File: src/rtl/median_stream_capture_if.sv
// Stream-in and frame-read bundle for the median filter capture sink.
interface median_stream_capture_if #(
    parameter int WORD_LEN = 8,
    parameter int ADDR_W   = 6,
    parameter int CNT_W    = 16
);
    logic [WORD_LEN-1:0] dat_i;
    logic                val_i;
    logic                clr;
    logic                rd_en;
    logic [WORD_LEN-1:0] rd_dat;
    logic                rd_val;
    logic                frm_rdy;
    logic [ADDR_W:0]     frm_len;
    logic                ovf;
    logic [CNT_W-1:0]    frm_cnt;
    logic [CNT_W-1:0]    drop_cnt;

    modport slave (
        input  dat_i, val_i, clr, rd_en,
        output rd_dat, rd_val, frm_rdy, frm_len, ovf, frm_cnt, drop_cnt
    );

    modport master (
        output dat_i, val_i, clr, rd_en,
        input  rd_dat, rd_val, frm_rdy, frm_len, ovf, frm_cnt, drop_cnt
    );
endinterface

File: src/rtl/median_stream_capture.sv
// Captures one contiguous valid burst from the median filter stream,
// holds it, and lets a reader drain it word-by-word before re-arming.
module median_stream_capture #(
    parameter int WORD_LEN = 8,
    parameter int DEPTH    = 64,
    parameter int ADDR_W   = 6,
    parameter int CNT_W    = 16
) (
    input logic                   clk,
    input logic                   rst,
    median_stream_capture_if.slave s
);
    typedef enum logic [1:0] {IDLE, CAPT, HOLD, DRAIN} state_t;

    localparam logic [ADDR_W:0] PTR_ONE = (ADDR_W+1)'(1);
    localparam logic [ADDR_W:0] PTR_MAX = (ADDR_W+1)'(DEPTH);
    localparam logic [CNT_W-1:0] CNT_ONE = CNT_W'(1);

    state_t              state_q, state_d;
    logic [ADDR_W:0]     wptr_q, wptr_d;
    logic [ADDR_W:0]     rptr_q, rptr_d;
    logic [ADDR_W:0]     frm_len_q, frm_len_d;
    logic                frm_rdy_q, frm_rdy_d;
    logic                ovf_q, ovf_d;
    logic [CNT_W-1:0]    frm_cnt_q, frm_cnt_d;
    logic [CNT_W-1:0]    drop_cnt_q, drop_cnt_d;
    logic [WORD_LEN-1:0] rd_dat_q, rd_dat_d;
    logic                rd_val_q, rd_val_d;
    logic                val_prev_q;

    logic [WORD_LEN-1:0] mem [DEPTH];
    logic                mem_we;
    logic [ADDR_W-1:0]   mem_wa;

    logic rise;
    logic rd_acc;
    logic last_rd;

    // Capture only starts on a fresh rising edge, never mid-burst.
    assign rise    = s.val_i & ~val_prev_q;
    assign rd_acc  = s.rd_en & frm_rdy_q & (rptr_q < frm_len_q);
    assign last_rd = (rptr_q + PTR_ONE) == frm_len_q;

    always_ff @(posedge clk) begin
        if (rst) begin
            state_q    <= IDLE;
            wptr_q     <= '0;
            rptr_q     <= '0;
            frm_len_q  <= '0;
            frm_rdy_q  <= 1'b0;
            ovf_q      <= 1'b0;
            frm_cnt_q  <= '0;
            drop_cnt_q <= '0;
            rd_dat_q   <= '0;
            rd_val_q   <= 1'b0;
            val_prev_q <= 1'b0;
        end else begin
            state_q    <= state_d;
            wptr_q     <= wptr_d;
            rptr_q     <= rptr_d;
            frm_len_q  <= frm_len_d;
            frm_rdy_q  <= frm_rdy_d;
            ovf_q      <= ovf_d;
            frm_cnt_q  <= frm_cnt_d;
            drop_cnt_q <= drop_cnt_d;
            rd_dat_q   <= rd_dat_d;
            rd_val_q   <= rd_val_d;
            val_prev_q <= s.val_i;
        end
    end

    always_ff @(posedge clk) begin
        if (mem_we && !rst) begin
            mem[mem_wa] <= s.dat_i;
        end
    end

    always_comb begin
        state_d = state_q;
        unique case (state_q)
            IDLE:        if (rise) state_d = CAPT;
            CAPT:        if (!s.val_i) state_d = HOLD;
            HOLD, DRAIN: if (rd_acc) state_d = last_rd ? IDLE : DRAIN;
            default:     state_d = IDLE;
        endcase
        if (s.clr) state_d = IDLE;
    end

    always_comb begin
        wptr_d     = wptr_q;
        rptr_d     = rptr_q;
        frm_len_d  = frm_len_q;
        frm_rdy_d  = frm_rdy_q;
        ovf_d      = ovf_q;
        frm_cnt_d  = frm_cnt_q;
        drop_cnt_d = drop_cnt_q;
        rd_dat_d   = rd_dat_q;
        rd_val_d   = 1'b0;
        mem_we     = 1'b0;
        mem_wa     = wptr_q[ADDR_W-1:0];
        unique case (state_q)
            IDLE: begin
                if (rise) begin
                    mem_we = 1'b1;
                    mem_wa = '0;
                    wptr_d = PTR_ONE;
                end
            end
            CAPT: begin
                if (s.val_i) begin
                    if (wptr_q < PTR_MAX) begin
                        mem_we = 1'b1;
                        wptr_d = wptr_q + PTR_ONE;
                    end else begin
                        ovf_d = 1'b1;
                    end
                end else begin
                    frm_len_d = wptr_q;
                    frm_rdy_d = 1'b1;
                    frm_cnt_d = frm_cnt_q + CNT_ONE;
                end
            end
            HOLD, DRAIN: begin
                if (rise) drop_cnt_d = drop_cnt_q + CNT_ONE;
                if (rd_acc) begin
                    rd_dat_d = mem[rptr_q[ADDR_W-1:0]];
                    rd_val_d = 1'b1;
                    rptr_d   = rptr_q + PTR_ONE;
                    if (last_rd) begin
                        frm_rdy_d = 1'b0;
                        ovf_d     = 1'b0;
                        wptr_d    = '0;
                        rptr_d    = '0;
                    end
                end
            end
            default: ;
        endcase
        // Abandon wins over any read or capture activity this cycle.
        if (s.clr) begin
            mem_we     = 1'b0;
            wptr_d     = '0;
            rptr_d     = '0;
            frm_rdy_d  = 1'b0;
            ovf_d      = 1'b0;
            frm_len_d  = frm_len_q;
            frm_cnt_d  = frm_cnt_q;
            drop_cnt_d = drop_cnt_q;
            rd_dat_d   = rd_dat_q;
            rd_val_d   = 1'b0;
        end
    end

    assign s.rd_dat   = rd_dat_q;
    assign s.rd_val   = rd_val_q;
    assign s.frm_rdy  = frm_rdy_q;
    assign s.frm_len  = frm_len_q;
    assign s.ovf      = ovf_q;
    assign s.frm_cnt  = frm_cnt_q;
    assign s.drop_cnt = drop_cnt_q;
endmodule

File: src/flat_wrapper.sv
// flat-port wrapper written by rule: the top's interface ports become plain ports
module median_stream_capture_flat 
#(
    parameter int WORD_LEN = 8,
    parameter int DEPTH    = 64,
    parameter int ADDR_W   = 6,
    parameter int CNT_W    = 16
)
  (clk, rst, s_dat_i, s_val_i, s_clr, s_rd_en, s_rd_dat, s_rd_val, s_frm_rdy, s_frm_len, s_ovf, s_frm_cnt, s_drop_cnt);
  median_stream_capture_if #(.WORD_LEN(WORD_LEN), .ADDR_W(ADDR_W), .CNT_W(CNT_W)) s_i ();
  input logic clk;
  input logic rst;
  input wire logic [$bits(s_i.dat_i)-1:0] s_dat_i;
  input wire logic [$bits(s_i.val_i)-1:0] s_val_i;
  input wire logic [$bits(s_i.clr)-1:0] s_clr;
  input wire logic [$bits(s_i.rd_en)-1:0] s_rd_en;
  output wire logic [$bits(s_i.rd_dat)-1:0] s_rd_dat;
  output wire logic [$bits(s_i.rd_val)-1:0] s_rd_val;
  output wire logic [$bits(s_i.frm_rdy)-1:0] s_frm_rdy;
  output wire logic [$bits(s_i.frm_len)-1:0] s_frm_len;
  output wire logic [$bits(s_i.ovf)-1:0] s_ovf;
  output wire logic [$bits(s_i.frm_cnt)-1:0] s_frm_cnt;
  output wire logic [$bits(s_i.drop_cnt)-1:0] s_drop_cnt;
  assign s_i.dat_i = s_dat_i;
  assign s_i.val_i = s_val_i;
  assign s_i.clr = s_clr;
  assign s_i.rd_en = s_rd_en;
  assign s_rd_dat = s_i.rd_dat;
  assign s_rd_val = s_i.rd_val;
  assign s_frm_rdy = s_i.frm_rdy;
  assign s_frm_len = s_i.frm_len;
  assign s_ovf = s_i.ovf;
  assign s_frm_cnt = s_i.frm_cnt;
  assign s_drop_cnt = s_i.drop_cnt;
  median_stream_capture #(.WORD_LEN(WORD_LEN), .DEPTH(DEPTH), .ADDR_W(ADDR_W), .CNT_W(CNT_W)) u_core (.clk(clk), .rst(rst), .s(s_i));
endmodule
File: config.mk
export PLATFORM = sky130hd
export DESIGN_NAME = median_stream_capture_flat
export DESIGN_NICKNAME = d
export VERILOG_FILES = /design/src/rtl/median_stream_capture_if.sv /design/src/rtl/median_stream_capture.sv /design/src/flat_wrapper.sv
export SDC_FILE = /design/constraint.sdc
export NUM_CORES = 1
export LEC_CHECK = 0
export CELL_PAD_IN_SITES_DETAIL_PLACEMENT = 0
export CELL_PAD_IN_SITES_GLOBAL_PLACEMENT = 1
export CORE_MARGIN = 8
export CORE_UTILIZATION = 25
export CTS_BUF_LIST = sky130_fd_sc_hd__clkbuf_4
export CTS_CLUSTER_SIZE = 12
export DETAILED_ROUTE_END_ITERATION = 16
export GPL_TIMING_DRIVEN = 0
export PLACE_DENSITY = 0.47
export SLEW_MARGIN = 10
export SYNTH_ARGS = -nofsm -noshare
export SYNTH_HDL_FRONTEND = slang
export SYNTH_SLANG_ARGS = --single-unit
File: constraint.sdc
create_clock -name clk -period 3.8 [get_ports clk]
set_input_delay 0.38 -clock clk [delete_from_list [all_inputs] [get_ports clk]]
set_output_delay 0.38 -clock clk [all_outputs]
set_load 0.02 [all_outputs]
==> results by group, run 1 <==
Power and ir drop
  – Leakage power: 8.35 nW
  – PD cells: 467 nW/um^2
  – Worst vdd ir: 206 uV
  – Sequential power share: 0.541
  – Switching Fraction: 0.221
  – Logic pwr share: 0.015
  – Sw Pwr: 2.83 mW
  – P_int: 9.96 mW
  – Clock Power Share: 0.444

GRT
  – Overflow after GRT: 0
  – Vias in the first global route: 13,700
  – First-pass GRT wire length: 97,700 um
  – GRT Util Overall: 0.133
  – Initial antenna violation count: 2
  – Largest net degree at the start of global routing: 65

Worst setup path
  – R2R depth: 8
  – Flop-to-flop setup slack: 0.39 ns
  – Critical Path AT: 4.00 ns
  – Reg-to-Reg End: u_core.mem[6][5]
  – Worst EP required: 4.39 ns
  – Worst Setup SP: u_core.state_q[1]
  – CP Class: flop to flop
  – Critical Path Fanout Max: 10
  – Endpoint type of the worst setup path: flop
  – Worst setup path endpoint: u_core.mem[6][5]
  – Type of element launching the critical path: flop
  – Worst r2r src: u_core.state_q[1]

Route
  – Post-Route WL: 68,200 um
  – Antenna Violating Nets Remaining: 0
  – Routed len/inst: 24.3 um
  – Vias/cell: 4.62
  – Drt drc: 0
  – DR pass1 iterations: 4
  – DR vias: 13,000
  – Initial DRC Count: 924

Yosys
  – Register area share after synthesis: 0.724
  – Synth top area share: 0.666
  – Cell area after synthesis: 23,100 sq um
  – Post-synth top cells: 512 x edfxtp_1, 144 x mux4_2, 113 x nor2_1
  – Synth Flop Type: edfxtp_1
  – Top-count cell post-synth: edfxtp_1
  – Async set or reset register ratio after synthesis: 0
  – Ranking of synthesized cells by area: edfxtp_1 67%, mux4_2 14%, dfxtp_1 5.8%, nor2_1 1.8%, nand2_1 0.83%
  – Synth cell types: 59
  – Synth area leader: edfxtp_1
  – Synthesis Warnings: 0
  – Number of enable flip-flop cells after synthesis: 512
  – Syn nets: 1,289
  – Mapped Cells: 1,265
  – Synth Register Bits: 579
  – Mapped Avg Cell Area: 18.3 sq um

STA
  – Post-route clock period utilization: 0.896
  – Final setup viols: 0
  – Clk_skew: 0.0734 ns
  – Final WS setup: 0.394 ns
  – Relative slew slack: 0.228
  – Worst Max-Slew Pin Slew: 1.13 ns
  – Max Slew Vio Count: 0
  – Hold Vio Cnt, Final: 0
  – RSZ-0062 raised after global routing: false
  – Highest clock rate: 294 MHz
  – Clock period minus worst slack: 3.41 ns

CTS
  – Clock Latency Late Sink: 0.99 ns
  – Maximum clock insertion buffer count: 3
  – CTS Root Cell: clkbuf_4
  – Num CTS Buffers: 160
  – H-tree depth: 4
  – CTS Sinks: 579
  – CTS tree: built
  – Worst-path clk slew: 0.06 ns

Flow run
  – MaxCap Viol Count: 0

Floorplanning
  – DIE WIDTH: 320 um
  – Die height: 320 um
  – Initial Util: 0.252
  – IO Count: 63
  – Die Footprint: 102,000 sq um
  – Core box area: 91,700 sq um
  – Num rows: 111

Layout
  – Footprint of the multi-input gates: 5970 sq um
  – Fillers: 9,163
  – Non-Filler Instances: 2,805
  – Sequential cell area: 16,700 sq um
  – Share of cells above drive strength 1: 0.279
  – Area Growth Syn to Fin: 18.6%
  – Fin nets: 1,526

Hold path
  – Hold Crit Depth: 2
  – Min-delay worst type: input port to flop

Placement
  – Gp weighted congestion: 0.791
  – Post-Place Cells: 2,517
  – IO buf count: 61
  – Worst slack, placed: -0.133 ns
  – Detailed placement HPWL: 45,500 um

Outcome
  – Status: completed
## layer usage
metal | part of all wire | wire length, um | track usage
met1 | 0.46 | 31600 | 0.179
met2 | 0.46 | 31500 | 0.207
met3 | 0.051 | 3470 | 0.0313
met4 | 0.023 | 1590 | 0.0497
met5 | 0 | 0 | 0
## placed cells by master, fill, tap and decap left out, drive strengths merged, types with 6 or more instances in the layout
cell type	count
o22ai	17
nor2b	25
nor2	114
and3	7
dlygate4sd3	9
ha	11
clkdlybuf4s50	53
xor2	20
nand4	12
clkbuf	261
mux2i	10
or3	7
mux4	144
nor4	11
xnor2	15
a2111oi	8
nand3	34
a21oi	20
a22oi	8
a211oi	11
and4	6
nand2	51
inv	18
o21ai	18
buf	55
nor3	9
clkinv	32
edfxtp	512
dfxtp	67
## flip-flops by register name (all words and copies together), names as in the netlist
name,cells
u_core.mem,512
u_core.rptr_q,7
u_core.s.drop_cnt,16
u_core.s.frm_cnt,16
u_core.s.frm_len,7
u_core.s.frm_rdy,1
u_core.s.ovf,1
u_core.s.rd_dat,8
u_core.s.rd_val,1
u_core.state_q,2
u_core.val_prev_q,1
u_core.wptr_q,7
## power by group through the flow
stage	clock, mW	sequential, mW	combinational, mW
2_1_floorplan	0	7.06	0.0409
5_1_grt	6.20	6.92	0.208
4_1_cts	5.90	6.92	0.198
3_5_place_dp	0	7.06	0.190
6_report	5.68	6.92	0.192
3_3_place_gp	0	7.07	0.173
## worst max-delay path, cell delays in order (launching register included)
cell and delay (ns):
dfxtp_1 0.33, buf_2 0.22, nand2b_1 0.22, or3_1 0.15, clkbuf_1 0.26, nand3_1 0.20
or3_1 0.37, clkbuf_1 0.40, nor2_1 0.87
## cells by family after synthesis
group                    Yosys count  synth area share
AND/OR/NAND/NOR                  296            0.0623
buffers and inverters             83            0.0183
flip-flops                       579             0.724
multiplexers                     154             0.145
XOR/XNOR                          35            0.0133
AO/OA/AOI/OAI                    107            0.0318
adder cells (fa/ha/maj)           11           0.00596
## final cells by class
type / count / area share
diodes: 4 / 0.000365
clock buffers: 231 / 0.0633
repair buffers: 75 / 0.0280
flip-flops and latches: 579 / 0.610
plain buffers: 72 / 0.0139
multi-input cells: 603 / 0.218
inverters: 11 / 0.00151
clock inverters: 44 / 0.0109
well taps: 1186 / 0.0541
## stage by stage
step / area [sq um] / setup TNS (ns) / total power [mW] / hold WS [ns] / util
5_1_grt: 27400 / 0 / 13.3 / 0.162 / 0.299
3_3_place_gp: 25200 / -5.19 / 7.25 / 0.471 / 0.275
4_1_cts: 27400 / 0 / 13.0 / 0.0663 / 0.299
2_1_floorplan: 23100 / 0 / 7.10 / 0.464 / -
6_report: 27400 / 0 / 12.8 / 0.234 / 0.299
3_5_place_dp: 25300 / -4.23 / 7.25 / 0.494 / 0.276
## worst min path at each step
stage | end | slack (ns) | startpoint
2_1_floorplan | u_core.s.frm_len[6] | 0.46 | u_core.wptr_q[6]
3_3_place_gp | u_core.s.ovf | 0.47 | u_core.s.ovf
3_5_place_dp | u_core.s.ovf | 0.49 | u_core.s.ovf
4_1_cts | u_core.val_prev_q | 0.07 | s_val_i
5_1_grt | u_core.val_prev_q | 0.16 | s_val_i
6_report | u_core.val_prev_q | 0.23 | s_val_i
## repair_timing
action	in CTS	in global routing
buffers inserted	0	0
resized for setup	0	0
hold endpoints to repair	435	0
hold buffers	9	0
(Power assumes the default switching activity.)
==> run 2: changes to the inputs <==
--- a/config.mk
+++ b/config.mk
@@ -5,6 +5,7 @@
 export SDC_FILE = /design/constraint.sdc
 export NUM_CORES = 1
 export LEC_CHECK = 0
+export ABC_AREA = 1
 export CELL_PAD_IN_SITES_DETAIL_PLACEMENT = 0
 export CELL_PAD_IN_SITES_GLOBAL_PLACEMENT = 1
 export CORE_MARGIN = 8
@@ -13,7 +14,7 @@
 export CTS_CLUSTER_SIZE = 12
 export DETAILED_ROUTE_END_ITERATION = 16
 export GPL_TIMING_DRIVEN = 0
-export PLACE_DENSITY = 0.47
+export PLACE_DENSITY = 0.5
 export SLEW_MARGIN = 10
 export SYNTH_ARGS = -nofsm -noshare
 export SYNTH_HDL_FRONTEND = slang
==> run 2 against run 1 <==
Power up 5.1%. Setup slack worse by 0.047 ns. Core utilization up 0.19 points. Sequential power about the same. Critical path type unchanged. Via count up 39%. Sequential cell count unchanged. Cell count up 40%. Synthesized cell count up 80%.
==> results by group, run 2 <==
Outcome
  – Status: completed

Worst setup path
  – CP Class: flop to flop
  – Type of element launching the critical path: flop
  – R2R depth: 14 (+6)
  – Worst r2r src: u_core.rptr_q[0]
  – Endpoint type of the worst setup path: flop
  – Flop-to-flop setup slack: 0.35 ns (-0.05 ns)
  – Critical Path Fanout Max: 16 (+6)
  – Worst EP required: 4.70 ns (+0.31 ns)
  – Critical Path AT: 4.35 ns (+0.35 ns)
  – Reg-to-Reg End: u_core.s.rd_dat[3]

CTS
  – H-tree depth: 4 (unchanged)
  – Maximum clock insertion buffer count: 3 (unchanged)
  – Resize count post-CTS: 0 (unchanged)
  – Num CTS Buffers: 166 (+3.8%)
  – CTS tree: built
  – Worst-path clk slew: 0.06 ns (about the same)
  – Post-CTS Setup Inserts: 0 (unchanged)
  – Clock Latency Late Sink: 1.04 ns (+0.05 ns)
  – CTS Root Cell: clkbuf_4
  – CTS Sinks: 579 (unchanged)

Placement
  – Gp weighted congestion: 0.887 (+12%)
  – Worst slack, placed: -0.362 ns (-0.229 ns)
  – Detailed placement HPWL: 60,000 um (+32%)
  – Post-Place Cells: 3,630 (+44%)
  – Placed Area: 26,700 sq um (+5.7%)
  – IO buf count: 62 (+1.6%)

Hold path
  – Hold EP: u_core.s.drop_cnt[3]
  – Min-delay worst type: input port to flop
  – Critical hold path startpoint: s_clr
  – Hold Crit Depth: 4 (+2)

Floorplanning
  – Die height: 328 um (+2.4%)
  – Initial Util: 0.252 (-0.000394)
  – Num rows: 114 (+2.7%)
  – Die Footprint: 107,000 sq um (+4.9%)
  – IO Count: 63 (unchanged)
  – DIE WIDTH: 328 um (+2.4%)
  – Core box area: 96,600 sq um (+5.3%)

STA
  – Final WS setup: 0.347 ns (-0.0471 ns)
  – Max Slew Vio Count: 0 (unchanged)
  – Hold WS: 0.169 ns (-0.0645 ns)
  – RSZ-0062 raised after global routing: false
  – Clock period minus worst slack: 3.45 ns (+0.0471 ns)
  – Setup TNS Final: 0 ns (unchanged)
  – Relative slew slack: 0.0859 (-0.143)
  – Post-route clock period utilization: 0.909 (+0.0124)
  – Hold Vio Cnt, Final: 0 (unchanged)
  – Final setup viols: 0 (unchanged)
  – Clk_skew: 0.0889 ns (+0.0155 ns)
  – Worst Max-Slew Pin Slew: 1.37 ns (+0.238 ns)
  – Highest clock rate: 290 MHz (-1.4%)

Power and ir drop
  – PD cells: 463 nW/um^2 (-0.85%)
  – Total Power: 13.5 mW (+5.1%)
  – Leakage power: 10.3 nW (+24%)
  – Worst vdd ir: 230 uV (+11%)

Yosys
  – Top-count cell post-synth: nand2_1
  – Register area share after synthesis: 0.688 (-0.0357)
  – Synth area leader: edfxtp_1
  – Mapped Cells: 2,282 (+80%)
  – Synth cell types: 36 (-39%)
  – Synthesis Warnings: 0 (unchanged)
  – Cell area after synthesis: 24,300 sq um (+5.2%)
  – Synth Flop Type: edfxtp_1
  – Post-synth top cells: 733 x nand2_1, 512 x edfxtp_1, 434 x nand3_1
  – Synth top area share: 0.633 (-0.0328)
  – Number of enable flip-flop cells after synthesis: 512 (unchanged)
  – Async set or reset register ratio after synthesis: 0 (unchanged)
  – Mapped Avg Cell Area: 10.6 sq um (-42%)
  – Ranking of synthesized cells by area: edfxtp_1 63%, nand2_1 11%, nand3_1 8.9%, dfxtp_1 5.5%, nor2_1 2.1%
  – Syn nets: 2,306 (+79%)
  – Synth Register Bits: 579 (unchanged)

Layout
  – Footprint of the multi-input gates: 6740 sq um (+13%)
  – Fin util: 0.301 (+0.00194)
  – Fin nets: 2,553 (+67%)
  – Most frequent cells in the layout: 733 x nand2_1, 512 x edfxtp_1, 434 x nand3_1
  – Non-Filler Instances: 3,940 (+40%)
  – Most common cell after layout, fill and taps aside: nand2_1
  – Area Growth Syn to Fin: 19.6%
  – Fillers: 10,100 (+9.9%)
  – Fin area: 29,100 sq um (+6.0%)
  – Most flops, register: u_core.mem
  – Share of cells above drive strength 1: 0.153 (-0.126)
  – Max reg flops: 512 (unchanged)
  – Sequential cell area: 16,700 sq um (unchanged)

GRT
  – First-pass GRT wire length: 127,000 um (+30%)
  – Overflow after GRT: 0 (unchanged)
  – GRT Util Overall: 0.163 (+0.0301)
  – Largest net degree at the start of global routing: 65 (unchanged)
  – Vias in the first global route: 18,000 (+32%)
  – Initial antenna violation count: 3 (+1)

Route
  – Post-Route WL: 88,700 um (+30%)
  – DR pass1 iterations: 8 (+4)
  – DR vias: 18,100 (+39%)
  – Antenna Violating Nets Remaining: 0 (unchanged)
  – Drt drc: 0 (unchanged)
  – Routed len/inst: 22.5 um (-7.4%)
  – Initial DRC Count: 1,413 (+53%)
  – Vias/cell: 4.59 (-0.81%)

Flow run
  – MaxCap Viol Count: 0 (unchanged)
[run 2: cell count changes after synthesis, sizes merged, moves of 30 or more]
| cell | change |
|---|---|
| nand2 | +690 |
| mux4 | -144 |
| a21oi | +35 |
| nor2 | +30 |
| nand3 | +404 |
| inv | +78 |
| buf | +34 |
[run 2: logic make-up after synthesis]
logic type / after synthesis / synth area share
XOR/XNOR: 5 / 0.00180
buffers and inverters: 212 / 0.0365
flip-flops: 579 / 0.688
adder cells (fa/ha/maj): 11 / 0.00566
AND/OR/NAND/NOR: 1361 / 0.241
AO/OA/AOI/OAI: 114 / 0.0270
[run 2: worst max-delay path, stage by stage (launching register included)]
cell,delay (ns)
dfxtp_1,0.31
buf_2,0.20
inv_2,0.16
buf_2,0.27
buf_2,0.31
ha_1,0.20
o21ai_0,0.15
nand2_1,0.11
nand3b_1,0.17
nor2_1,0.22
nand2_1,0.19
inv_1,0.53
nand3_1,0.37
nand2_1,0.15
inv_1,0.04
[run 2: worst max path at each step]
stage | slack, ns | end | cells past startpoint | from
2_1_floorplan | 1.58 | u_core.mem[39][0] | 7 | u_core.state_q[1]
3_3_place_gp | -0.49 | u_core.mem[47][2] | 6 | rst
3_5_place_dp | -0.36 | u_core.mem[23][5] | 6 | rst
4_1_cts | 0.1 | u_core.s.rd_dat[7] | 15 | u_core.rptr_q[0]
5_1_grt | 0.12 | u_core.s.rd_dat[3] | 14 | u_core.rptr_q[0]
6_report | 0.35 | u_core.s.rd_dat[3] | 14 | u_core.rptr_q[0]
[run 2: area by class of cell]
type / instances / area share
antenna: 5 / 0.000431
buffer: 120 / 0.0186
clock buffer: 254 / 0.0656
clock inverter: 44 / 0.0115
inverter: 91 / 0.0118
multi-input combinational: 1491 / 0.232
sequential: 579 / 0.575
tap: 1276 / 0.0549
timing repair buffer: 80 / 0.0298
[run 2: metal layers]
layer / part of all wire / global-route usage / vias up
met4: 0.028 / 0.0621 / 0
li1: - / - / 8508
met5: 0 / 0 / -
met2: 0.48 / 0.267 / 572
met1: 0.44 / 0.210 / 8853
met3: 0.056 / 0.0346 / 134
[run 2: what timing repair did]
item / in CTS / in global routing
endpoints found under the setup margin: 0 / 8
hold endpoints to repair: 456 / 0
hold buffers: 8 / 0
[run 2: power breakdown]
part | leakage [nW] | internal (mW) | total, mW | switching [mW]
Clock | 1.32 | 3.39 | 6.17 | 2.78
Sequential | 5.14 | 6.93 | 6.95 | 0.0170
Combinational | 3.88 | 0.0820 | 0.334 | 0.252
Total | 10.3 | 10.4 | 13.5 | 3.05
